### src/rtl/modrm_ea_decoder_pkg.sv
// Shared types and encodings for the ModRM / displacement decoder.
package modrm_ea_decoder_pkg;

  typedef enum logic [1:0] {
    IDLE    = 2'd0,
    MODRM   = 2'd1,
    DISP_LO = 2'd2,
    DISP_HI = 2'd3
  } state_e;

  localparam logic [1:0] MOD_NODISP = 2'b00;
  localparam logic [1:0] MOD_DISP8  = 2'b01;
  localparam logic [1:0] MOD_DISP16 = 2'b10;
  localparam logic [1:0] MOD_REG    = 2'b11;

  localparam logic [2:0] RM_DIRECT = 3'b110;

  localparam logic [1:0] SEG_SS = 2'b10;
  localparam logic [1:0] SEG_DS = 2'b11;

  function automatic logic disp_is_16(input logic [1:0] md, input logic [2:0] rm);
    return (md == MOD_DISP16) || ((md == MOD_NODISP) && (rm == RM_DIRECT));
  endfunction

  function automatic logic needs_disp(input logic [1:0] md, input logic [2:0] rm);
    return (md == MOD_DISP8) || disp_is_16(md, rm);
  endfunction

endpackage

### src/rtl/modrm_ea_decoder_calc.sv
// Combinational 16-bit-style effective address adder: base/index from rm plus displacement.
module modrm_ea_calc
  import modrm_ea_decoder_pkg::*;
#(
  parameter int ADDR_WIDTH = 16
) (
  input  logic [1:0]            mode,
  input  logic [2:0]            rm,
  input  logic [ADDR_WIDTH-1:0] disp,
  input  logic [ADDR_WIDTH-1:0] bx,
  input  logic [ADDR_WIDTH-1:0] bp,
  input  logic [ADDR_WIDTH-1:0] si,
  input  logic [ADDR_WIDTH-1:0] di,
  output logic [ADDR_WIDTH-1:0] effective_address,
  output logic                  uses_bp
);

  logic [ADDR_WIDTH-1:0] base;

  always_comb begin
    base    = '0;
    uses_bp = 1'b0;
    case (rm)
      3'b000: base = bx + si;
      3'b001: base = bx + di;
      3'b010: begin base = bp + si; uses_bp = 1'b1; end
      3'b011: begin base = bp + di; uses_bp = 1'b1; end
      3'b100: base = si;
      3'b101: base = di;
      // mod 00 with rm 110 is a direct address: no base at all.
      3'b110: begin
        if (mode != MOD_NODISP) begin
          base    = bp;
          uses_bp = 1'b1;
        end
      end
      default: base = bx;
    endcase
    if (mode == MOD_REG) begin
      effective_address = '0;
      uses_bp           = 1'b0;
    end else begin
      effective_address = base + disp;
    end
  end

endmodule

### src/rtl/modrm_ea_decoder.sv
// ModRM + displacement fetch FSM with registered EA results.
// Optional default_seg output enabled by defining MODRM_SEG_SELECT_EN.
module modrm_ea_decoder
  import modrm_ea_decoder_pkg::*;
#(
  parameter int ADDR_WIDTH = 16
) (
  input  logic                  clk,
  input  logic                  reset,
  input  logic                  start,
  input  logic                  abort,
  output logic                  busy,
  output logic                  complete,
  output logic [2:0]            regnum,
  output logic [2:0]            rm_regnum,
  output logic                  rm_is_reg,
  output logic [ADDR_WIDTH-1:0] effective_address,
  output logic [ADDR_WIDTH-1:0] displacement,
  input  logic [ADDR_WIDTH-1:0] bx,
  input  logic [ADDR_WIDTH-1:0] bp,
  input  logic [ADDR_WIDTH-1:0] si,
  input  logic [ADDR_WIDTH-1:0] di,
  output logic                  fifo_rd_en,
  input  logic [7:0]            fifo_rd_data,
  input  logic                  fifo_empty
`ifdef MODRM_SEG_SELECT_EN
  ,
  output logic [1:0]            default_seg
`endif
);

  state_e                state_q, state_d;
  logic                  pending_q, pending_d;
  logic [1:0]            mod_q, mod_d, cur_mod;
  logic [2:0]            rm_q, rm_d, cur_rm;
  logic [2:0]            reg_q, reg_d;
  logic [7:0]            disp_lo_q, disp_lo_d;
  logic                  complete_q, complete_d;
  logic                  rm_is_reg_q, rm_is_reg_d;
  logic [ADDR_WIDTH-1:0] ea_q, ea_d, disp_q, disp_d;
  logic [ADDR_WIDTH-1:0] disp_full, calc_ea;
  logic                  calc_uses_bp, finish, fetch_next;
  logic signed [7:0]     d8;
  logic signed [15:0]    d16;
`ifdef MODRM_SEG_SELECT_EN
  logic [1:0]            seg_q, seg_d;
`else
  logic                  seg_unused;
  assign seg_unused = calc_uses_bp;
`endif

  assign d8  = fifo_rd_data;
  assign d16 = {fifo_rd_data, disp_lo_q};

  modrm_ea_calc #(.ADDR_WIDTH(ADDR_WIDTH)) u_calc (
    .mode              (cur_mod),
    .rm                (cur_rm),
    .disp              (disp_full),
    .bx                (bx),
    .bp                (bp),
    .si                (si),
    .di                (di),
    .effective_address (calc_ea),
    .uses_bp           (calc_uses_bp)
  );

  always_comb begin
    state_d     = state_q;
    mod_d       = mod_q;
    rm_d        = rm_q;
    reg_d       = reg_q;
    disp_lo_d   = disp_lo_q;
    complete_d  = 1'b0;
    rm_is_reg_d = rm_is_reg_q;
    ea_d        = ea_q;
    disp_d      = disp_q;
`ifdef MODRM_SEG_SELECT_EN
    seg_d       = seg_q;
`endif
    cur_mod     = mod_q;
    cur_rm      = rm_q;
    disp_full   = '0;
    finish      = 1'b0;
    fetch_next  = 1'b0;
    // pending_q means the byte popped last cycle is on fifo_rd_data now.
    case (state_q)
      IDLE: begin
        if (start) begin
          state_d     = MODRM;
          mod_d       = '0;
          rm_d        = '0;
          reg_d       = '0;
          disp_lo_d   = '0;
          rm_is_reg_d = 1'b0;
          ea_d        = '0;
          disp_d      = '0;
`ifdef MODRM_SEG_SELECT_EN
          seg_d       = SEG_DS;
`endif
        end
      end
      MODRM: begin
        if (pending_q) begin
          cur_mod     = fifo_rd_data[7:6];
          cur_rm      = fifo_rd_data[2:0];
          mod_d       = fifo_rd_data[7:6];
          rm_d        = fifo_rd_data[2:0];
          reg_d       = fifo_rd_data[5:3];
          rm_is_reg_d = (fifo_rd_data[7:6] == MOD_REG);
          if (needs_disp(fifo_rd_data[7:6], fifo_rd_data[2:0])) begin
            state_d    = DISP_LO;
            fetch_next = 1'b1;
          end else begin
            state_d = IDLE;
            finish  = 1'b1;
          end
        end
      end
      DISP_LO: begin
        if (pending_q) begin
          disp_lo_d = fifo_rd_data;
          if (disp_is_16(mod_q, rm_q)) begin
            state_d    = DISP_HI;
            fetch_next = 1'b1;
          end else begin
            state_d   = IDLE;
            finish    = 1'b1;
            disp_full = ADDR_WIDTH'(d8);
          end
        end
      end
      default: begin
        if (pending_q) begin
          state_d   = IDLE;
          finish    = 1'b1;
          disp_full = ADDR_WIDTH'(d16);
        end
      end
    endcase

    if (finish) begin
      complete_d = 1'b1;
      ea_d       = calc_ea;
      disp_d     = disp_full;
`ifdef MODRM_SEG_SELECT_EN
      seg_d      = calc_uses_bp ? SEG_SS : SEG_DS;
`endif
    end

    // Back-to-back pops: the next byte is requested while the current one lands.
    fifo_rd_en = ~fifo_empty & ~abort & ~reset & (state_q != IDLE)
               & (~pending_q | fetch_next);

    if (abort) begin
      state_d     = IDLE;
      complete_d  = 1'b0;
      mod_d       = mod_q;
      rm_d        = rm_q;
      reg_d       = reg_q;
      disp_lo_d   = disp_lo_q;
      rm_is_reg_d = rm_is_reg_q;
      ea_d        = ea_q;
      disp_d      = disp_q;
`ifdef MODRM_SEG_SELECT_EN
      seg_d       = seg_q;
`endif
    end
    pending_d = fifo_rd_en;
  end

  always_ff @(posedge clk) begin
    if (reset) begin
      state_q     <= IDLE;
      pending_q   <= 1'b0;
      mod_q       <= '0;
      rm_q        <= '0;
      reg_q       <= '0;
      disp_lo_q   <= '0;
      complete_q  <= 1'b0;
      rm_is_reg_q <= 1'b0;
      ea_q        <= '0;
      disp_q      <= '0;
`ifdef MODRM_SEG_SELECT_EN
      seg_q       <= SEG_DS;
`endif
    end else begin
      state_q     <= state_d;
      pending_q   <= pending_d;
      mod_q       <= mod_d;
      rm_q        <= rm_d;
      reg_q       <= reg_d;
      disp_lo_q   <= disp_lo_d;
      complete_q  <= complete_d;
      rm_is_reg_q <= rm_is_reg_d;
      ea_q        <= ea_d;
      disp_q      <= disp_d;
`ifdef MODRM_SEG_SELECT_EN
      seg_q       <= seg_d;
`endif
    end
  end

  assign busy              = (state_q != IDLE);
  assign complete          = complete_q;
  assign regnum            = reg_q;
  assign rm_regnum         = rm_q;
  assign rm_is_reg         = rm_is_reg_q;
  assign effective_address = ea_q;
  assign displacement      = disp_q;
`ifdef MODRM_SEG_SELECT_EN
  assign default_seg       = seg_q;
`endif

endmodule
### config.mk
export PLATFORM = sky130hd
export DESIGN_NAME = modrm_ea_decoder
export DESIGN_NICKNAME = d
export VERILOG_FILES = /design/src/rtl/modrm_ea_decoder_pkg.sv /design/src/rtl/modrm_ea_decoder_calc.sv /design/src/rtl/modrm_ea_decoder.sv
export SDC_FILE = /design/constraint.sdc
export NUM_CORES = 1
export LEC_CHECK = 0
export BUFFER_PORTS_ARGS = -buffer_cell sky130_fd_sc_hd__buf_4
export CORE_UTILIZATION = 45
export DETAILED_ROUTE_END_ITERATION = 16
export PLACE_DENSITY = 0.75
export RECOVER_POWER = 25
export SLEW_MARGIN = 20
export SYNTH_ARGS = -nofsm -noshare
export SYNTH_HDL_FRONTEND = slang
export SYNTH_HIERARCHICAL = 1
export SYNTH_SLANG_ARGS = --single-unit
### constraint.sdc
create_clock -name clk -period 16.7 [get_ports clk]
set_clock_uncertainty 0.15 [all_clocks]
set_input_delay 2.505 -clock clk [delete_from_list [all_inputs] [get_ports clk]]
set_output_delay 2.505 -clock clk [all_outputs]
set_load 0.03 [all_outputs]
==> results.md, run 1 <==
* Status: complete, no violations
* GRT Total Usage at 25.48%
* Final hold vios at 0
* Psw at 0.1232 mW
* Sink Count at 53
* # placed instances at roughly 1.0k
* # IOs at 119
* Min-delay src: rm_is_reg
* # DRC at 0
* Reg clk slew, reported paths at 0.07 ns
* WL per Instance at about 17 um
* Worst-Margin Slew at 1.059 ns
* Worst min path class: register to register
* Max Cap Viol at 0
* Critical path, cell by cell: buf_4 > mux2_2 > nor3b_4 > mux2_2 > ha_1 > a211o_1 > a2111oi_4 > nor2_1 > nor2_1 > xnor2_1 > a221oi_1 > a21oi_1 > ha_1 > a21o_1 > a21o_1 > a21oi_1 > a21o_1 > nand3_1 > o31ai_1 > xnor2_1 > xnor2_1 > nor2_1 > nand2_1 > a21oi_1
* Fill count at 1242
* Yosys synthesis warning count at 6
* Crit path from: fifo_rd_data[1]
* Rel. slew slack at 29.24%
* Setup Fix Bufs, Post-CTS at 0
* Routed vias at approximately 6.1k
* Drt pass-1 iters at 6
* FP Rows at 40
* CTS Hold Bufs at 0
* Fraction of layout cells with a size suffix above 1 at 17.51%
* Worst EP arrival at 8.14 ns
* H-tree depth at 2
* Final Instance Area at 6778 um2
* Setup CP Type: input pin to register
* Largest stage delay, worst path at between 0.8 and 0.9 ns
* Final critical-path required period at 8.132 ns
* Syn Nets at 913
* Critical Path Sink Type: register
* Fin nets at 1000
* DRT Wirelength at 17150 um
* Fin crit share at 48.69%
* Resized Gates After CTS at 0
* Global routing's busiest layer: met2
* Hold slack at 0.3076 ns
* Reg2reg start: pending_q
* Worst-path fanout max at 31
* Antenna-violating nets left at 0
* Antenna diodes at 0
* Syn avg cell area at 7.336 um2
* Leak Pwr at ~3 nW
* Endpoints failing setup at 0
* Worst-Skew Late Latency at 0.30 ns
* Slowest CP cell: nor3b_4
* Initial antenna violation count at 0
* VDD IR max at 0.03531 mV
* CP required at 16.71 ns
* Die Wd at 114.8 um
* Via density at 5.852
* Cells after Synth at 780
* Unrepaired setup endpoints after global routing: no
* Power, Total at 0.3859 mW
* Met1 Use GR at 35.90%
* Power per cell area at approximately 57 nW/um2
* Register area at 1061 um2
* Layout area overhead at 18.46%
* DRT iter0 DRCs at 561
* DPL Wire Length at 13080 um
* Starting Density at 46.85%
* Grt ovf at 0
* Die height at 114.8 um
* Met3 Use GR at under 10%
* Finished Layout Cells at between 1k and 1.5k
* Area of the multi-input gates at 4392 um2
* Core area at approximately 12000 um2
* Vias in the first global route at around 5.4k
* Inserted Clock Buffers at 5
* Met2 Use GR at 40.28%
* Die footprint at approximately 13000 um2
* IO Port Bufs at between 100 and 150
* Crit start category: input pin
* Sequential share of power at 32.9%
* Post-Syn Area at about 5700 um2
* Placed Instance Area at 6680 um2
* TNS Setup at 0 ns
* CTS root buf: clkbuf_16
* Gate power share at ~35%
* Max Clk Rate at roughly 120 MHz
* First-pass GRT wire length at 26890 um
* RePlAce Congestion at 0.9409
* CTS tree: done
* CTS Buffer Depth at 2
* Largest net degree at the start of global routing at 57
* Slew Limit Fails at 0
* Sw Ratio at 31.93%
* Internal at 0.2627 mW
* Clock power frac at between 30% and 40%
## worst paths after layout
check             cells after the start  slack (ns)                     to
setup / recovery                     24        8.57  effective_address[15]
hold / removal                        2        0.31              rm_is_reg
setup reg to reg                     24        9.64  effective_address[15]
hold reg to reg                       2        0.31              rm_is_reg
## cell type report
cell class / count / share of cell area [%]
multi-input cells: 657 / 64.80
flip-flops and latches: 53 / 15.65
repair buffers: 121 / 12.24
well taps: 168 / 3.101
clock buffers: 6 / 2.049
inverters: 29 / 1.606
clock inverters: 2 / 0.5538
## cells in the final DEF, fill, tap and decap left out, drive strengths merged, types with 3 or more instances in the layout
master and count:
a22oi 24, a221oi 5, inv 29, and2 3
o31ai 5, xnor2 15, or3 3, nor3 18
and3 8, nand2b 16, buf 100, a222oi 6
xor2 12, nor3b 5, o211ai 6, a22o 4
o22ai 3, mux2 34, ha 53, a211oi 7
mux2i 8, nor2b 15, a31oi 6, dfxtp 53
a21oi 72, a21boi 6, clkbuf 27, nand2 94
nand3 47, o21a 7, nand3b 6, nand4 3
or2 3, o21ai 43, fa 3, o21bai 4
nor2 68, a21o 22
## worst max-delay path: cells and delay by family
| kind | cells | cell delay, ns |
|---|---|---|
| AO/OA/AOI/OAI | 10 | 2.20 |
| multiplexers | 2 | 0.92 |
| AND/OR/NAND/NOR | 6 | 1.32 |
| XOR/XNOR | 3 | 0.39 |
| adder cells (fa/ha/maj) | 2 | 0.65 |
| buffers and inverters | 1 | 0.13 |
## routing by layer
layer,share of wire [%],vias to the layer above
met5,0,-
met4,2.5,0
met3,7.7,30
met2,44,258
met1,46,2776
li1,-,2999
## stage by stage
stage | setup slack, ns | util, %
2_1_floorplan | 9.558 | -
3_3_place_gp | 8.487 | 54.70
3_5_place_dp | 8.337 | 54.70
4_1_cts | 8.623 | 56.15
5_1_grt | 8.153 | 55.50
6_report | 8.568 | 55.50
## power groups by stage
stage	combinational [mW]	clock, mW	sequential [mW]
3_3_place_gp	0.132	0	0.130
5_1_grt	0.150	0.126	0.127
3_5_place_dp	0.133	0	0.130
4_1_cts	0.134	0.123	0.127
6_report	0.137	0.122	0.127
2_1_floorplan	0.0915	0	0.130
Note: power is estimated with default switching activity, not from simulation.
==> run 2: changes to the inputs <==
clock period = 7.9 ns   (was 16.7 ns; I/O delays follow)
==> results.md, run 2 (synthesized netlist as in run 1, its figures left out) <==
* Hold slack at 0.3071 ns
* # IOs at 119
* Worst EP arrival at around 6.6 ns
* Max Cap Viol at 0
* Initial antenna violation count at 0
* Core area at 12210 um2
* WL per Instance at 16.51 um
* # DRC at 0
* Critical Path Sink Type: register
* Crit start category: register
* Commonest non-fill, non-tap cell in the layout: buf_4
* Antenna-violating nets left at 0
* Clock power frac at 31.4%
* CTS tree: done
* Most frequent cells in the layout: buf_4 (108), nand2_1 (94), a21oi_1 (72)
* Drt pass-1 iters at 5
* Vias in the first global route at 5501
* Worst-Skew Late Latency at about 0.29 ns
* H-tree depth at 2
* Met3 Use GR at 2.583%
* First-pass GRT wire length at 27280 um
* Via density at a little under 6
* Rel. slew slack at a little over a third
* Fin crit share at 82.78%
* Resized Gates After CTS at 0
* DRT iter0 DRCs at around 680
* Die Wd at 114.8 um
* Setup Fix Bufs, Post-CTS at 0
* Leak Pwr at 2.960 nW
* Max Clk Rate at 152.9 MHz
* # placed instances at 1032
* Unrepaired setup endpoints after global routing: no
* CP required at 7.97 ns
* Die height at 114.8 um
* GRT Total Usage at 25.77%
* Power, Total at ~0.81 mW
* Fraction of layout cells with a size suffix above 1 at 18.46%
* Gate power share at between 30% and 40%
* Routed vias at 6103
* TNS Setup at 0 ns
* Sw Ratio at between 30% and 40%
* Worst-path fanout max at 31
* Global routing's busiest layer: met2
* VDD IR max at 0.07984 mV
* Met1 Use GR at 36.12%
* Slew Limit Fails at 0
* Psw at 0.2630 mW
* Inserted Clock Buffers at 5
* Fin nets at ~1k
* CTS Hold Bufs at 0
* Status: complete, no violations
* RePlAce Congestion at 0.9844
* Worst-Margin Slew at between 0.9 and 1 ns
* Reg clk slew, reported paths at around 0.07 ns
* IO Port Bufs at between 100 and 150
* Endpoints failing setup at 0
* Final hold vios at 0
* Internal at 0.5496 mW
* Antenna diodes at 0
* Layout area overhead at 19.27%
* Sink Count at 53
* Final critical-path required period at 6.539 ns
* DPL Wire Length at 13220 um
* DRT Wirelength at 17170 um
* Finished Layout Cells at 1040
* CTS root buf: clkbuf_16
* Power per cell area at about 120 nW/um2
* Setup CP Type: register to register
* Worst min path class: register to register
* Starting Density at 46.85%
* CTS Buffer Depth at 2
* Sequential share of power at 33.0%
* Grt ovf at 0
* FP Rows at 40
* Die footprint at 13170 um2
* Largest net degree at the start of global routing at between 50 and 60
* Met2 Use GR at ~42%
-- run 2: cell count changes in the layout (fill, tap and decap cells not counted), sizes merged --
| cell | previous run | this run |
|---|---|---|
| buf | 100 | 108 |
| clkbuf | 27 | 22 |
| clkinv | 0 | 1 |
| clkinvlp | 1 | 0 |
| inv | 29 | 30 |
-- run 2: final timing paths --
kind                            startpoint                    end  slack (ns)  cells past startpoint
worst min-delay path             rm_is_reg              rm_is_reg        0.31                      2
worst min register to register   rm_is_reg              rm_is_reg        0.31                      2
worst max-delay path            state_q[1]  effective_address[14]        1.36                     26
worst max register to register  state_q[1]  effective_address[14]        1.36                     26
-- run 2: power by group through the flow --
| stage | sequential [mW] | clock [mW] | combinational (mW) |
|---|---|---|---|
| 2_1_floorplan | 0.274 | 0 | 0.193 |
| 6_report | 0.268 | 0.255 | 0.290 |
| 4_1_cts | 0.268 | 0.256 | 0.284 |
| 3_3_place_gp | 0.274 | 0 | 0.281 |
| 5_1_grt | 0.268 | 0.268 | 0.318 |
| 3_5_place_dp | 0.274 | 0 | 0.282 |
-- run 2: final cells by class --
class / instances / area (um2)
fillers: 1244 / 5388
inverters: 29 / 108.9
clock inverters: 3 / 50.05
repair buffers: 125 / 874.6
clock buffers: 5 / 125.1
flip-flops and latches: 53 / 1061
well taps: 168 / 210.2
multi-input cells: 657 / 4394
-- run 2: routing by layer --
| layer | vias to the layer above | wire length, um |
|---|---|---|
| li1 | 3012 | - |
| met3 | 21 | 1311 |
| met5 | - | 0 |
| met2 | 272 | 7775 |
| met4 | 0 | 278 |
| met1 | 2798 | 7803 |
-- run 2: through the flow --
stage | worst slack, ns | util (%) | cell area [um2]
after CTS | 1.437 | 56.38 | 6885
after detailed placement | 1.211 | 54.95 | 6710
after global routing | 0.9824 | 55.88 | 6824
after floorplan | 2.078 | - | 5722
after global placement | 1.316 | 54.95 | 6710
final | 1.361 | 55.88 | 6824
-- run 2: worst max-delay path, stage by stage, from the launching register on --
cell	delay [ns]
dfxtp_1	0.41
inv_1	0.09
ha_1	0.26
nand2_1	0.22
mux2_2	0.61
nor3b_4	0.26
buf_4	0.30
mux2_2	0.38
ha_1	0.29
a211o_1	0.36
a2111oi_4	0.36
nor2_1	0.07
nor2_1	0.16
o21bai_1	0.09
a21oi_1	0.17
xor2_1	0.17
a22oi_1	0.10
a22o_1	0.28
ha_1	0.31
a21o_1	0.20
or3_1	0.33
o211ai_1	0.24
a31oi_1	0.14
o21a_1	0.18
nor3_1	0.14
nand2_1	0.07
a21oi_1	0.12
